### config.mk
export PLATFORM = sky130hd
export DESIGN_NAME = vt_scan_sequencer
export DESIGN_NICKNAME = d
export VERILOG_FILES = /design/src/rtl/vt_scan_pkg.sv /design/src/rtl/vt_scan_cmp.sv /design/src/rtl/vt_scan_sequencer.sv
export SDC_FILE = /design/constraint.sdc
export NUM_CORES = 1
export LEC_CHECK = 0
export CORE_UTILIZATION = 53
export CTS_CLUSTER_SIZE = 14
export DETAILED_ROUTE_END_ITERATION = 10
export PLACE_DENSITY = 0.87
export REMOVE_ABC_BUFFERS = 1
export SKIP_CTS_REPAIR_TIMING = 1
export SLEW_MARGIN = 20
export SYNTH_ARGS = -nofsm -noshare
export SYNTH_HDL_FRONTEND = slang
export SYNTH_HIERARCHICAL = 1
export SYNTH_SLANG_ARGS = --single-unit
### constraint.sdc
create_clock -name clock -period 4.7 [get_ports clock]
set_input_delay 0.47 -clock clock [delete_from_list [all_inputs] [get_ports clock]]
set_output_delay 0.47 -clock clock [all_outputs]
set_load 0.03 [all_outputs]
### src/rtl/vt_scan_pkg.sv
// Shared definitions for the scan sequencer: FSM encodings, default widths, popcount.
package vt_scan_pkg;

    typedef enum logic [1:0] {
        ST_IDLE    = 2'd0,
        ST_SHIFT   = 2'd1,
        ST_CAPTURE = 2'd2,
        ST_DONE    = 2'd3
    } scan_state_t;

    localparam int DEF_NUM_CHAINS     = 4;
    localparam int DEF_CHAIN_LEN      = 64;
    localparam int DEF_CAPTURE_CYCLES = 1;
    localparam int DEF_PAT_W          = 16;
    localparam int DEF_FAIL_W         = 16;

    // Widest chain vector popcount accepts; narrower vectors are zero-extended.
    localparam int MAX_CHAINS = 64;

    function automatic logic [7:0] popcount(input logic [MAX_CHAINS-1:0] v);
        logic [7:0] n;
        n = '0;
        for (int i = 0; i < MAX_CHAINS; i++) begin
            n = n + {7'd0, v[i]};
        end
        return n;
    endfunction

endpackage

### src/rtl/vt_scan_cmp.sv
// Masked unload compare: saturating fail counter, sticky per-chain flags, first-fail log.
// Build option: VT_SCAN_FIRST_FAIL_LOG_EN enables the first-fail pattern/bit capture.
module vt_scan_cmp
    import vt_scan_pkg::*;
#(
    parameter int NUM_CHAINS = DEF_NUM_CHAINS,
    parameter int CHAIN_LEN  = DEF_CHAIN_LEN,
    parameter int PAT_W      = DEF_PAT_W,
    parameter int FAIL_W     = DEF_FAIL_W,
    localparam int BIT_W     = (CHAIN_LEN > 1) ? $clog2(CHAIN_LEN) : 1
)(
    input  logic                  clock,
    input  logic                  reset,
    input  logic                  clear,
    input  logic                  valid,
    input  logic [NUM_CHAINS-1:0] scan_out,
    input  logic [NUM_CHAINS-1:0] expected,
    input  logic [NUM_CHAINS-1:0] mask,
    input  logic [PAT_W-1:0]      pat_idx,
    input  logic [BIT_W-1:0]      bit_idx,
    output logic [FAIL_W-1:0]     fail_count,
    output logic [NUM_CHAINS-1:0] fail_chain,
    output logic [PAT_W-1:0]      first_fail_pat,
    output logic [BIT_W-1:0]      first_fail_bit
);

    logic [NUM_CHAINS-1:0] miss;
    logic [MAX_CHAINS-1:0] miss_ext;
    logic [FAIL_W+7:0]     sum;

    assign miss = valid ? ((scan_out ^ expected) & mask) : '0;

    always_comb begin
        miss_ext = '0;
        miss_ext[NUM_CHAINS-1:0] = miss;
    end

    // Eight spare bits keep the add from wrapping before the saturation test.
    assign sum = {8'd0, fail_count} + {{FAIL_W{1'b0}}, popcount(miss_ext)};

    always_ff @(posedge clock or negedge reset) begin
        if (!reset) begin
            fail_count <= '0;
            fail_chain <= '0;
        end else if (clear) begin
            fail_count <= '0;
            fail_chain <= '0;
        end else if (valid) begin
            fail_count <= (|sum[FAIL_W+7:FAIL_W]) ? '1 : sum[FAIL_W-1:0];
            fail_chain <= fail_chain | miss;
        end
    end

`ifdef VT_SCAN_FIRST_FAIL_LOG_EN
    logic logged;

    always_ff @(posedge clock or negedge reset) begin
        if (!reset) begin
            logged         <= 1'b0;
            first_fail_pat <= '0;
            first_fail_bit <= '0;
        end else if (clear) begin
            logged         <= 1'b0;
            first_fail_pat <= '0;
            first_fail_bit <= '0;
        end else if (!logged && (|miss)) begin
            logged         <= 1'b1;
            first_fail_pat <= pat_idx;
            first_fail_bit <= bit_idx;
        end
    end
`else
    logic unused_log;
    assign unused_log     = ^{pat_idx, bit_idx};
    assign first_fail_pat = '0;
    assign first_fail_bit = '0;
`endif

endmodule

### src/rtl/vt_scan_sequencer.sv
// Scan-test sequencer: shift-load / capture / shift-unload with overlapped masked compare.
// Build option: VT_SCAN_FIRST_FAIL_LOG_EN enables first_fail_pat/first_fail_bit logging.
module vt_scan_sequencer
    import vt_scan_pkg::*;
#(
    parameter int NUM_CHAINS     = DEF_NUM_CHAINS,
    parameter int CHAIN_LEN      = DEF_CHAIN_LEN,
    parameter int CAPTURE_CYCLES = DEF_CAPTURE_CYCLES,
    parameter int PAT_W          = DEF_PAT_W,
    parameter int FAIL_W         = DEF_FAIL_W,
    localparam int BIT_W         = (CHAIN_LEN > 1) ? $clog2(CHAIN_LEN) : 1
)(
    input  logic                  clock,
    input  logic                  reset,
    input  logic                  start,
    input  logic                  abort,
    input  logic [PAT_W-1:0]      num_patterns,
    input  logic                  vec_valid,
    output logic                  vec_ready,
    input  logic [NUM_CHAINS-1:0] vec_si,
    input  logic [NUM_CHAINS-1:0] vec_exp,
    input  logic [NUM_CHAINS-1:0] vec_mask,
    output logic [NUM_CHAINS-1:0] scan_data,
    input  logic [NUM_CHAINS-1:0] scan_out,
    output logic                  scan_en,
    output logic                  dut_clk_en,
    output logic                  busy,
    output logic                  done,
    output logic [FAIL_W-1:0]     fail_count,
    output logic [NUM_CHAINS-1:0] fail_chain,
    output logic [PAT_W-1:0]      first_fail_pat,
    output logic [BIT_W-1:0]      first_fail_bit,
    output scan_state_t           fsm_state
);

    localparam logic [BIT_W-1:0] SHIFT_LAST = BIT_W'(CHAIN_LEN - 1);
    localparam logic [BIT_W-1:0] SHIFT_ONE  = BIT_W'(1);
    localparam logic [3:0]       CAP_LAST   = 4'(CAPTURE_CYCLES - 1);
    localparam logic [PAT_W:0]   PASS_ONE   = (PAT_W+1)'(1);
    localparam logic [PAT_W-1:0] PAT_ONE    = PAT_W'(1);

    scan_state_t           state;
    logic [BIT_W-1:0]      shift_cnt;
    logic [PAT_W:0]        pass_cnt;
    logic [PAT_W-1:0]      np_q;
    logic [3:0]            cap_cnt;
    logic                  beat;
    logic                  start_ok;

    // Compare stage: travels with scan_data so scan_out is checked in the beat's shift cycle.
    logic                  cmp_valid;
    logic [NUM_CHAINS-1:0] cmp_exp;
    logic [NUM_CHAINS-1:0] cmp_mask;
    logic [PAT_W-1:0]      cmp_pat;
    logic [BIT_W-1:0]      cmp_bit;

    // vec_valid/vec_ready: a beat transfers on every cycle both are high (abort cycles excepted);
    // the source may hold vec_valid low to stall, and vec_ready is high only while in SHIFT.
    assign beat      = vec_valid && vec_ready;
    assign start_ok  = (state == ST_IDLE) && start && !abort;
    assign fsm_state = state;

    always_ff @(posedge clock or negedge reset) begin
        if (!reset) begin
            state      <= ST_IDLE;
            vec_ready  <= 1'b0;
            scan_en    <= 1'b0;
            dut_clk_en <= 1'b0;
            busy       <= 1'b0;
            done       <= 1'b0;
            scan_data  <= '0;
            shift_cnt  <= '0;
            pass_cnt   <= '0;
            np_q       <= '0;
            cap_cnt    <= '0;
            cmp_valid  <= 1'b0;
            cmp_exp    <= '0;
            cmp_mask   <= '0;
            cmp_pat    <= '0;
            cmp_bit    <= '0;
        end else begin
            scan_en    <= 1'b0;
            dut_clk_en <= 1'b0;
            done       <= 1'b0;
            cmp_valid  <= 1'b0;
            if (abort) begin
                state     <= ST_IDLE;
                vec_ready <= 1'b0;
                busy      <= 1'b0;
            end else begin
                case (state)
                    ST_IDLE: begin
                        if (start) begin
                            state     <= ST_SHIFT;
                            vec_ready <= 1'b1;
                            busy      <= 1'b1;
                            np_q      <= num_patterns;
                            pass_cnt  <= '0;
                            shift_cnt <= '0;
                        end
                    end
                    ST_SHIFT: begin
                        if (beat) begin
                            dut_clk_en <= 1'b1;
                            scan_en    <= 1'b1;
                            scan_data  <= vec_si;
                            cmp_valid  <= 1'b1;
                            cmp_exp    <= vec_exp;
                            // Pass 0 unloads whatever the chains held before start.
                            cmp_mask   <= (pass_cnt != '0) ? vec_mask : '0;
                            cmp_pat    <= pass_cnt[PAT_W-1:0] - PAT_ONE;
                            cmp_bit    <= shift_cnt;
                            if (shift_cnt == SHIFT_LAST) begin
                                shift_cnt <= '0;
                                vec_ready <= 1'b0;
                                if (pass_cnt < {1'b0, np_q}) begin
                                    state   <= ST_CAPTURE;
                                    cap_cnt <= '0;
                                end else begin
                                    state <= ST_DONE;
                                end
                            end else begin
                                shift_cnt <= shift_cnt + SHIFT_ONE;
                            end
                        end
                    end
                    ST_CAPTURE: begin
                        dut_clk_en <= 1'b1;
                        if (cap_cnt == CAP_LAST) begin
                            state     <= ST_SHIFT;
                            vec_ready <= 1'b1;
                            pass_cnt  <= pass_cnt + PASS_ONE;
                        end else begin
                            cap_cnt <= cap_cnt + 4'd1;
                        end
                    end
                    ST_DONE: begin
                        state <= ST_IDLE;
                        busy  <= 1'b0;
                        done  <= 1'b1;
                    end
                    default: state <= ST_IDLE;
                endcase
            end
        end
    end

    vt_scan_cmp #(
        .NUM_CHAINS (NUM_CHAINS),
        .CHAIN_LEN  (CHAIN_LEN),
        .PAT_W      (PAT_W),
        .FAIL_W     (FAIL_W)
    ) u_cmp (
        .clock          (clock),
        .reset          (reset),
        .clear          (start_ok),
        .valid          (cmp_valid),
        .scan_out       (scan_out),
        .expected       (cmp_exp),
        .mask           (cmp_mask),
        .pat_idx        (cmp_pat),
        .bit_idx        (cmp_bit),
        .fail_count     (fail_count),
        .fail_chain     (fail_chain),
        .first_fail_pat (first_fail_pat),
        .first_fail_bit (first_fail_bit)
    );

endmodule

==> Yosys cells after proc, flatten, opt, wreduce, memory -nomap -nowiden <==
Index checks and enable logic that the tools add are counted.
{ "word_totals": {"output_inout_bits": 53, "reg_bits": 82} }
{ "classes": {"n_eq_ne": 14, "n_reduce_logical": 22, "n_addsub": 7, "magnitude_cmp": 1, "n_mux": 41, "bitwise_logic": 4} }
{ "op_table": {"columns": ["op", "count"], "rows": [
  ["$mux W16", 3],
  ["$mux W17", 2],
  ["$pmux W17 S2", 1],
  ["$mux W4", 8],
  ["$mux W6", 3],
  ["$add A16 B8 Y17", 1],
  ["$add A17 B1 Y17 const B", 1],
  ["$lt A17 B16 Y1", 1],
  ["$reduce_bool A17 Y1", 1],
  ["$add A8 B1 Y8", 2],
  ["$mux W1", 13],
  ["$ne A2 B2 Y1 const B", 6],
  ["$ne A3 B3 Y1 const B", 4],
  ["$pmux W6 S2", 1],
  ["$reduce_and A4 Y1", 3],
  ["$mux W2", 5],
  ["$pmux W2 S4", 1],
  ["$pmux W4 S2", 1],
  ["$reduce_bool A2 Y1", 4],
  ["$reduce_or A8 Y1", 1],
  ["$add A6 B1 Y6 const B", 1],
  ["$eq A6 B6 Y1 const B", 1],
  ["$reduce_and A3 Y1", 2],
  ["$reduce_and A6 Y1", 1],
  ["18 further kinds", 22]
]} }

==> Logic depth before layout (Yosys ltp) <==
Gate-level depths: netlist of the first run.
{ "logic_depth": {"ltp_word": 11, "ltp_mapped": 10} }

==> Modules after synthesis <==
Netlist of the first run, hierarchy kept.
{ "by_module_without_submodules": {"columns": ["module", "instances", "area_each_um2", "cells_per_inst"], "rows": [
  ["vt_scan_sequencer", 1, 4299.1, 458],
  ["vt_scan_cmp", 1, 1300.0, 137]
]} }

==> Least setup slack after synthesis of the first run <==
Ideal clock, no wire load.
{ "synth_timing": {"path_kind": "flip-flop to flip-flop", "start": "register cmp_valid", "end": "register u_cmp.fail_count[11]", "t_arrival_ps": 3057, "path_slack_ps": 1543, "path_stages_with_launch": 11, "t_required_ps": 4601, "synth_period_minus_slack_ps": 3157, "cell_sequence": "dfrtp_1 > clkbuf_1 > nand3_1 > fa_1 > fa_1 > inv_1 > fa_1 > nand4_1 > nor4_4 > nor4_2 > a311oi_1"} }
{ "synth_via": {"elab_chain_len": 9, "elab_cells_between_ends": 10, "classes_between": "4 x add/sub; 4 x mux; 2 x reduce/logical"} }
{ "synth_rtl": {"columns": ["element", "line", "source"], "rows": [
  ["start, declared", "vt_scan_sequencer.sv:51", "logic cmp_valid;"],
  ["start signal, assigned", "vt_scan_sequencer.sv:76", "cmp_valid <= 1'b0;"],
  ["start signal, assigned", "vt_scan_sequencer.sv:85", "cmp_valid <= 1'b0;"],
  ["start signal, assigned", "vt_scan_sequencer.sv:107", "cmp_valid <= 1'b1;"],
  ["$mux W4", "vt_scan_cmp.sv:31", "assign miss = valid ? ((scan_out ^ expected) & mask) : '0;"],
  ["$add A1 B1 Y2", "vt_scan_pkg.sv:24", "n = n + {7'd0, v[i]};"],
  ["$add A8 B1 Y8 (2 in series)", "vt_scan_pkg.sv:24", null],
  ["$add A16 B8 Y17", "vt_scan_cmp.sv:39", "assign sum = {8'd0, fail_count} + {{FAIL_W{1'b0}}, popcount(miss_ext)};"],
  ["$reduce_or A8 Y1", "vt_scan_cmp.sv:49", "fail_count <= (|sum[FAIL_W+7:FAIL_W]) ? '1 : sum[FAIL_W-1:0];"],
  ["$mux W16", "vt_scan_cmp.sv:49", null],
  ["$mux W16", "vt_scan_cmp.sv:48", "end else if (valid) begin"],
  ["$mux W16", "vt_scan_cmp.sv:45", "end else if (clear) begin"],
  ["end signal, assigned", "vt_scan_cmp.sv:49", null],
  ["end, declared", "vt_scan_cmp.sv:21", "output logic [FAIL_W-1:0] fail_count,"]
]} }
Parallel ways exist; a longest one is shown, timed or not. The select of a mux whose other input is x is not followed.
A chain may end at the register's enable or synchronous reset.

==> Worst setup path after layout of the first run <==
{ "layout_timing": {"start": "input scan_out[0]", "end": "register u_cmp.fail_count[11]"} }
{ "layout_via": {"elab_chain_len": 11} }
{ "layout_rtl": {"columns": ["element", "line", "source"], "rows": [
  ["start, declared", "vt_scan_sequencer.sv:24", "input logic [NUM_CHAINS-1:0] scan_out,"],
  ["$xor A4 B4 Y4 *", "vt_scan_cmp.sv:31", null],
  ["$and A4 B4 Y4 *", "vt_scan_cmp.sv:31", null],
  ["$mux W4 *", "vt_scan_cmp.sv:31", null],
  ["$add A1 B1 Y2 *", "vt_scan_pkg.sv:24", null],
  ["$add A8 B1 Y8 * (2 in series)", "vt_scan_pkg.sv:24", null],
  ["$add A16 B8 Y17 *", "vt_scan_cmp.sv:39", null],
  ["$reduce_or A8 Y1", "vt_scan_cmp.sv:49", null],
  ["$mux W16 *", "vt_scan_cmp.sv:49", null],
  ["$mux W16 *", "vt_scan_cmp.sv:48", null],
  ["$mux W16 *", "vt_scan_cmp.sv:45", null]
]} }
Every way passes the cells marked *; elsewhere a longest branch is shown, timed or not. The select of a mux whose other input is x is not followed.

==> flow_summary_export.csv, run 1 <==
group,metric,value,unit
status,status,"complete, no violations",
setup_path,r2r_setup_slack,1450,ps
sta,maxSlewHeadroom,28.30,%
placement,dp_hpwl,6.852,mm
synth,syn_area,4619,µm²
drt,vias_per_cell,5.532,
setup_path,timing.rr.end,"u_cmp/fail_count[11]",
sta,clock.fmax,0.2966,GHz
clock_tree,root_buffer,"clkbuf_8",
sta,tns,0,ps
final_layout,final_cells,665,
clock_tree,clock_sinks,82,
setup_path,path_max_fanout,10,
drt,wirelength,9.803,mm
global_route,gr-total-overflow,0,
drt,wl_per_cell,14.74,µm
pwr,p_per_area,399.7,nW/µm²
placement,postPlaceCellArea,5260,µm²
sta,finalHoldViolCount,0,
placement,io_buffers,67,
setup_path,critPathTopFamily,"adder cells",
global_route,grt_max_degree,83,
floorplanning,die_area,9094,µm²
synth,syn_area_per_cell,9.257,µm²
sta,finalCritPeriodShare,71.75,%
floorplanning,start_util,55.39,%
setup_path,crit_type,"primary input to flop",
sta,rsz0062_at_grt,"no",
global_route,grt_use_total,23.09,%
sta,tightest_slew,1072,ps
setup_path,crit_start,"scan_out[0]",
final_layout,regArea,2052,µm²
pwr,peakVddDrop,0.3134,mV
floorplanning,core,8341,µm²
synth,yosys_warnings,6,
setup_path,r2r_cells,9,
placement,dp_cells,651,
global_route,grt_pass1_wl,16.10,mm
setup_path,cp_data_arrival_time,3610,ps
setup_path,start_kind,"primary input",
setup_path,critPathMaxStageDelay,510,ps
final_layout,drive_gt1_share,5.714,%
clock_tree,h-tree-depth,3,
final_layout,layout.nets,622,
floorplanning,die_x,95.36,µm
final_layout,multi_input_area,2266,µm²
sta,setup_slack,1328,ps
worst_hold_path,hp-class,"primary input to async pin",
setup_path,crit_chain,"clkdlybuf4s50_1, xor2_1, nand3_1, fa_1, fa_1, inv_1, fa_1, nand4_1, nor4_4, nor4_2, a311oi_1",
sta,finalSetupViolations,0,
synth,netlist_instances,499,
setup_path,cp_slowest_cell,"fa_1",
setup_path,crit_required,4940,ps
sta,maxSlewViolCount,0,
floorplanning,io_pins,90,
clock_tree,tritoncts,"built",
setup_path,crit_buf_inv,2,
drt,drt_iter0_markers,166,
sta,period_needed,3372,ps
clock_tree,clk_latency,350,ps
setup_path,end_kind,"flop",
drt,detailroute.via_count,3679,
pwr,p_leak,2.587,nW
setup_path,crit_top_cell,"fa_1",
clock_tree,cts_buffers,9,
floorplanning,rows,33,
final_layout,syn_to_final_growth,18.42,%
global_route,grt_pass1_vias,3535,
drt,drc,0,
setup_path,endpoint,"u_cmp/fail_count[11]",
sta,finClkSkew,7.227,ps
clock_tree,clk_pin_slew,80,ps
global_route,antenna_found_initial,0,
drt,drt_pre_antenna_iters,5,
placement,pre_cts_ws,999.2,ps
setup_path,reg2reg_from,"cmp_valid",
setup_path,cp.depth,11,
floorplanning,die_h,95.36,µm
drt,ant_nets,0,
run,cap_violations,0,
final_layout,stdcell_area,5470,µm²
final_layout,nFillCells,664,
final_layout,num_antenna_cells,0,
clock_tree,clockBufferDepth,2,
placement,gp_congestion,0.8140,
flip-flops by register name, indices dropped and copies added (netlist names):
name,cells
cmp_exp,4
shift_cnt,6
cmp_valid,1
busy,1
np_q,16
cap_cnt,4
scan_data,4
done,1
fsm_state,2
pass_cnt,17
vec_ready,1
dut_clk_en,1
u_cmp/fail_chain,4
u_cmp/fail_count,16
cmp_mask,4
cell usage in the layout (no fill, tap or decap), types with 3 or more instances in the layout:
cell	instances
nand2_1	69
inv_1	36
nand3_1	19
nand2b_1	3
nor3_1	21
or3_1	5
nor2b_1	5
clkbuf_8	10
ha_1	25
a22o_1	5
conb_1	22
nand3b_1	3
a311oi_1	3
nand4_1	4
and4_1	3
and3b_1	3
fa_1	3
and3_1	7
nor2_1	38
o21ai_0	35
a211oi_1	5
nor3b_1	4
clkdlybuf4s50_1	66
xor2_1	16
dfrtp_1	82
a31oi_1	9
mux2i_1	4
a21oi_1	18
layout make-up:
type	instances	share of cell area (%)
clock buffer	11	2.585
inverter	36	2.470
tap	105	2.402
multi-input combinational	360	41.42
timing repair buffer	68	12.42
sequential	82	37.51
clock inverter	3	1.189
worst min-delay path by stage:
stage	startpoint	end	slack [ps]	depth (start not counted)
final	reset	np_q[9]	140	1
after global routing	reset	np_q[10]	200	1
after CTS	reset	np_q[10]	320	1
after detailed placement	scan_data[0]	scan_data[0]	470	2
after global placement	scan_data[2]	scan_data[2]	460	2
after floorplan	reset	busy	170	0
power by group:
group          switching [mW]  total, mW  internal [mW]
Combinational           0.422      0.696          0.274
Clock                   0.241      0.549          0.307
Sequential             0.0939      0.942          0.848
metal layers:
layer  GRT usage (%)  vias to the layer above  share of wire [%]  wire, µm
met5               0                        -                  0         0
met4           8.965                        0                1.6       155
met3           4.705                       14                5.0       495
met2           38.63                      123                 49      4846
met1           29.30                     1765                 44      4306
li1                -                     1777                  -         -
per-stage QoR:
stage	utilization, %	power, mW	hold WS (ps)
after floorplan	-	1.410	174.4
after global placement	63.07	1.610	460.5
after detailed placement	63.07	1.644	467.1
after CTS	65.54	2.205	319.9
after global routing	65.59	2.335	204.6
final	65.59	2.187	143.7
(Power assumes the default switching activity.)
==> run 2, diff against run 1 <==
--- a/config.mk
+++ b/config.mk
@@ -5,10 +5,10 @@
 export SDC_FILE = /design/constraint.sdc
 export NUM_CORES = 1
 export LEC_CHECK = 0
-export CORE_UTILIZATION = 53
+export CORE_UTILIZATION = 49
 export CTS_CLUSTER_SIZE = 14
 export DETAILED_ROUTE_END_ITERATION = 10
-export PLACE_DENSITY = 0.87
+export PLACE_DENSITY = 0.85
 export REMOVE_ABC_BUFFERS = 1
 export SKIP_CTS_REPAIR_TIMING = 1
 export SLEW_MARGIN = 20
==> constraint.sdc (replaced) <==
create_clock -name clock -period 2.8 [get_ports clock]
set_input_delay 0.28 -clock clock [delete_from_list [all_inputs] [get_ports clock]]
set_output_delay 0.28 -clock clock [all_outputs]
set_load 0.03 [all_outputs]
==> run 2 against run 1 <==
The run now ends with negative hold slack, negative setup slack left. Highest routed layer unchanged. Global-route usage decreased by 1.7 points. Cell area increased by 3.1%. Count of clock-buffer cells in the layout decreased by 2. Critical path type unchanged. Sequential share of layout area decreased by 1.1 points.
==> flow_summary_export.csv, run 2 (same netlist as run 1, synthesis figures left out) <==
group,metric,value,unit
global_route,grt_max_degree,83,
sta,finalHoldViolCount,51,
clock_tree,h-tree-depth,3,
placement,gp_congestion,0.8276,
floorplanning,die_area,9820,µm²
setup_path,crit_start,"scan_out[0]",
placement,dp_hpwl,7.282,mm
clock_tree,clock_sinks,82,
setup_path,path_max_fanout,6,
sta,finalCritPeriodShare,108.4,%
drt,drc,0,
clock_tree,root_buffer,"clkbuf_8",
final_layout,layout_common_cells,"dfrtp_1 (82), nand2_1 (69), clkdlybuf4s50_1 (66)",
setup_path,crit_type,"primary input to flop",
setup_path,end_kind,"flop",
status,status,"complete, but fails checks",
final_layout,syn_to_final_growth,22.07,%
drt,drt_pre_antenna_iters,5,
final_layout,nFillCells,749,
final_layout,fin_util,61.32,%
sta,maxSlewHeadroom,49.99,%
sta,setup_slack,-234.7,ps
global_route,grt_use_total,21.40,%
clock_tree,clk_pin_slew,80,ps
pwr,p_leak,2.646,nW
clock_tree,clockBufferDepth,2,
final_layout,largest_reg_flops,17,
sta,maxSlewViolCount,0,
final_layout,layout.nets,635,
setup_path,reg2reg_from,"cmp_exp[0]",
pwr,peakVddDrop,0.5316,mV
drt,vias_per_cell,5.524,
placement,pre_cts_ws,-579.1,ps
sta,clock.fmax,0.3295,GHz
floorplanning,start_util,50.23,%
drt,drt_iter0_markers,182,
final_layout,drive_gt1_share,10.63,%
clock_tree,tritoncts,"built",
sta,finalSetupViolations,14,
setup_path,cp_data_arrival_time,3320,ps
sta,rsz0062_at_grt,"yes",
final_layout,top_regs,"pass_cnt x17, np_q x16, u_cmp/fail_count x16",
sta,tightest_slew,750.1,ps
sta,holdWs,-59.49,ps
placement,io_buffers,67,
run,cap_violations,0,
setup_path,crit_required,3080,ps
floorplanning,die_h,99.10,µm
status,violations,"negative hold slack, negative setup slack",
global_route,gr-total-overflow,0,
floorplanning,die_x,99.10,µm
sta,finClkSkew,7.755,ps
global_route,antenna_found_initial,0,
floorplanning,core,9196,µm²
setup_path,start_kind,"primary input",
clock_tree,cts_buffers,9,
floorplanning,io_pins,90,
pwr,p_per_area,659.8,nW/µm²
floorplanning,rows,35,
final_layout,regMostFlops,"pass_cnt",
drt,wl_per_cell,14.81,µm
clock_tree,clk_latency,360,ps
final_layout,regArea,2052,µm²
global_route,grt_pass1_wl,16.79,mm
drt,detailroute.via_count,3784,
sta,tns,-2673,ps
drt,ant_nets,0,
drt,wirelength,10.15,mm
sta,period_needed,3035,ps
worst_hold_path,hp-class,"primary input to async pin",
final_layout,multi_input_area,2330,µm²
final_layout,num_antenna_cells,0,
final_layout,final_common_cell,"dfrtp_1",
global_route,grt_pass1_vias,3659,
[run 2: cell count changes in the layout (fill, tap and decap cells not counted), moves of 2 or more]
| cell | before | now |
|---|---|---|
| fa_2 | 0 | 2 |
| nor3_2 | 0 | 6 |
| nor2_2 | 0 | 2 |
| fa_1 | 3 | 1 |
| nor2_1 | 38 | 36 |
| nor3_1 | 21 | 15 |
| clkinv_2 | 1 | 3 |
| buf_4 | 1 | 14 |
| nor3b_1 | 4 | 2 |
| nor3b_2 | 1 | 3 |
[run 2: through the flow]
| stage | cell area, µm² | total power, mW | cells | hold slack, ps |
|---|---|---|---|---|
| final | 5639 | 3.720 | 685 | -59.49 |
| after global routing | 5639 | 3.959 | 685 | 15.88 |
| after CTS | 5564 | 3.734 | 684 | 131.9 |
| after detailed placement | 5358 | 2.802 | 669 | 466.2 |
| after global placement | 5358 | 2.726 | 669 | 459.2 |
| after floorplan | 4453 | 2.367 | 478 | -15.59 |
[run 2: critical path, cell delays in order]
cell and delay [ps]:
clkdlybuf4s50_1 480, xor2_1 140, nand3_1 140, fa_1 520, fa_2 360, inv_2 70
fa_2 230, nand4_1 170, nor4_4 510, buf_4 240, nor3b_2 50, nor3_1 120
[run 2: layout make-up]
cell class | instances | area share [%]
timing repair buffer | 81 | 13.78
clock inverter | 6 | 1.464
inverter | 36 | 2.396
sequential | 82 | 36.39
multi-input combinational | 360 | 41.31
tap | 111 | 2.463
clock buffer | 9 | 2.197
[run 2: final timing paths]
check | slack, ps | end | depth (start not counted)
worst max-delay path | -230 | u_cmp/fail_count[3] | 12
worst min-delay path | -60 | np_q[10] | 1
worst max register to register | -220 | u_cmp/fail_count[3] | 11
worst min register to register | 480 | scan_data[2] | 2
max in group asynchronous | 2320 | cap_cnt[2] | 1
min in group clock | 450 | scan_data[1] | 3
[run 2: power by group]
group / switching (mW) / internal (mW)
clock: 0.435 / 0.493
combinational: 0.731 / 0.481
sequential: 0.157 / 1.42
total: 1.32 / 2.40
[run 2: metal layers]
| layer | routed length, µm | up-vias | track usage (%) |
|---|---|---|---|
| li1 | - | 1811 | - |
| met1 | 4391 | 1840 | 28.39 |
| met2 | 5095 | 120 | 35.66 |
| met3 | 545 | 13 | 4.849 |
| met4 | 112 | 0 | 5.656 |
| met5 | 0 | - | 0 |
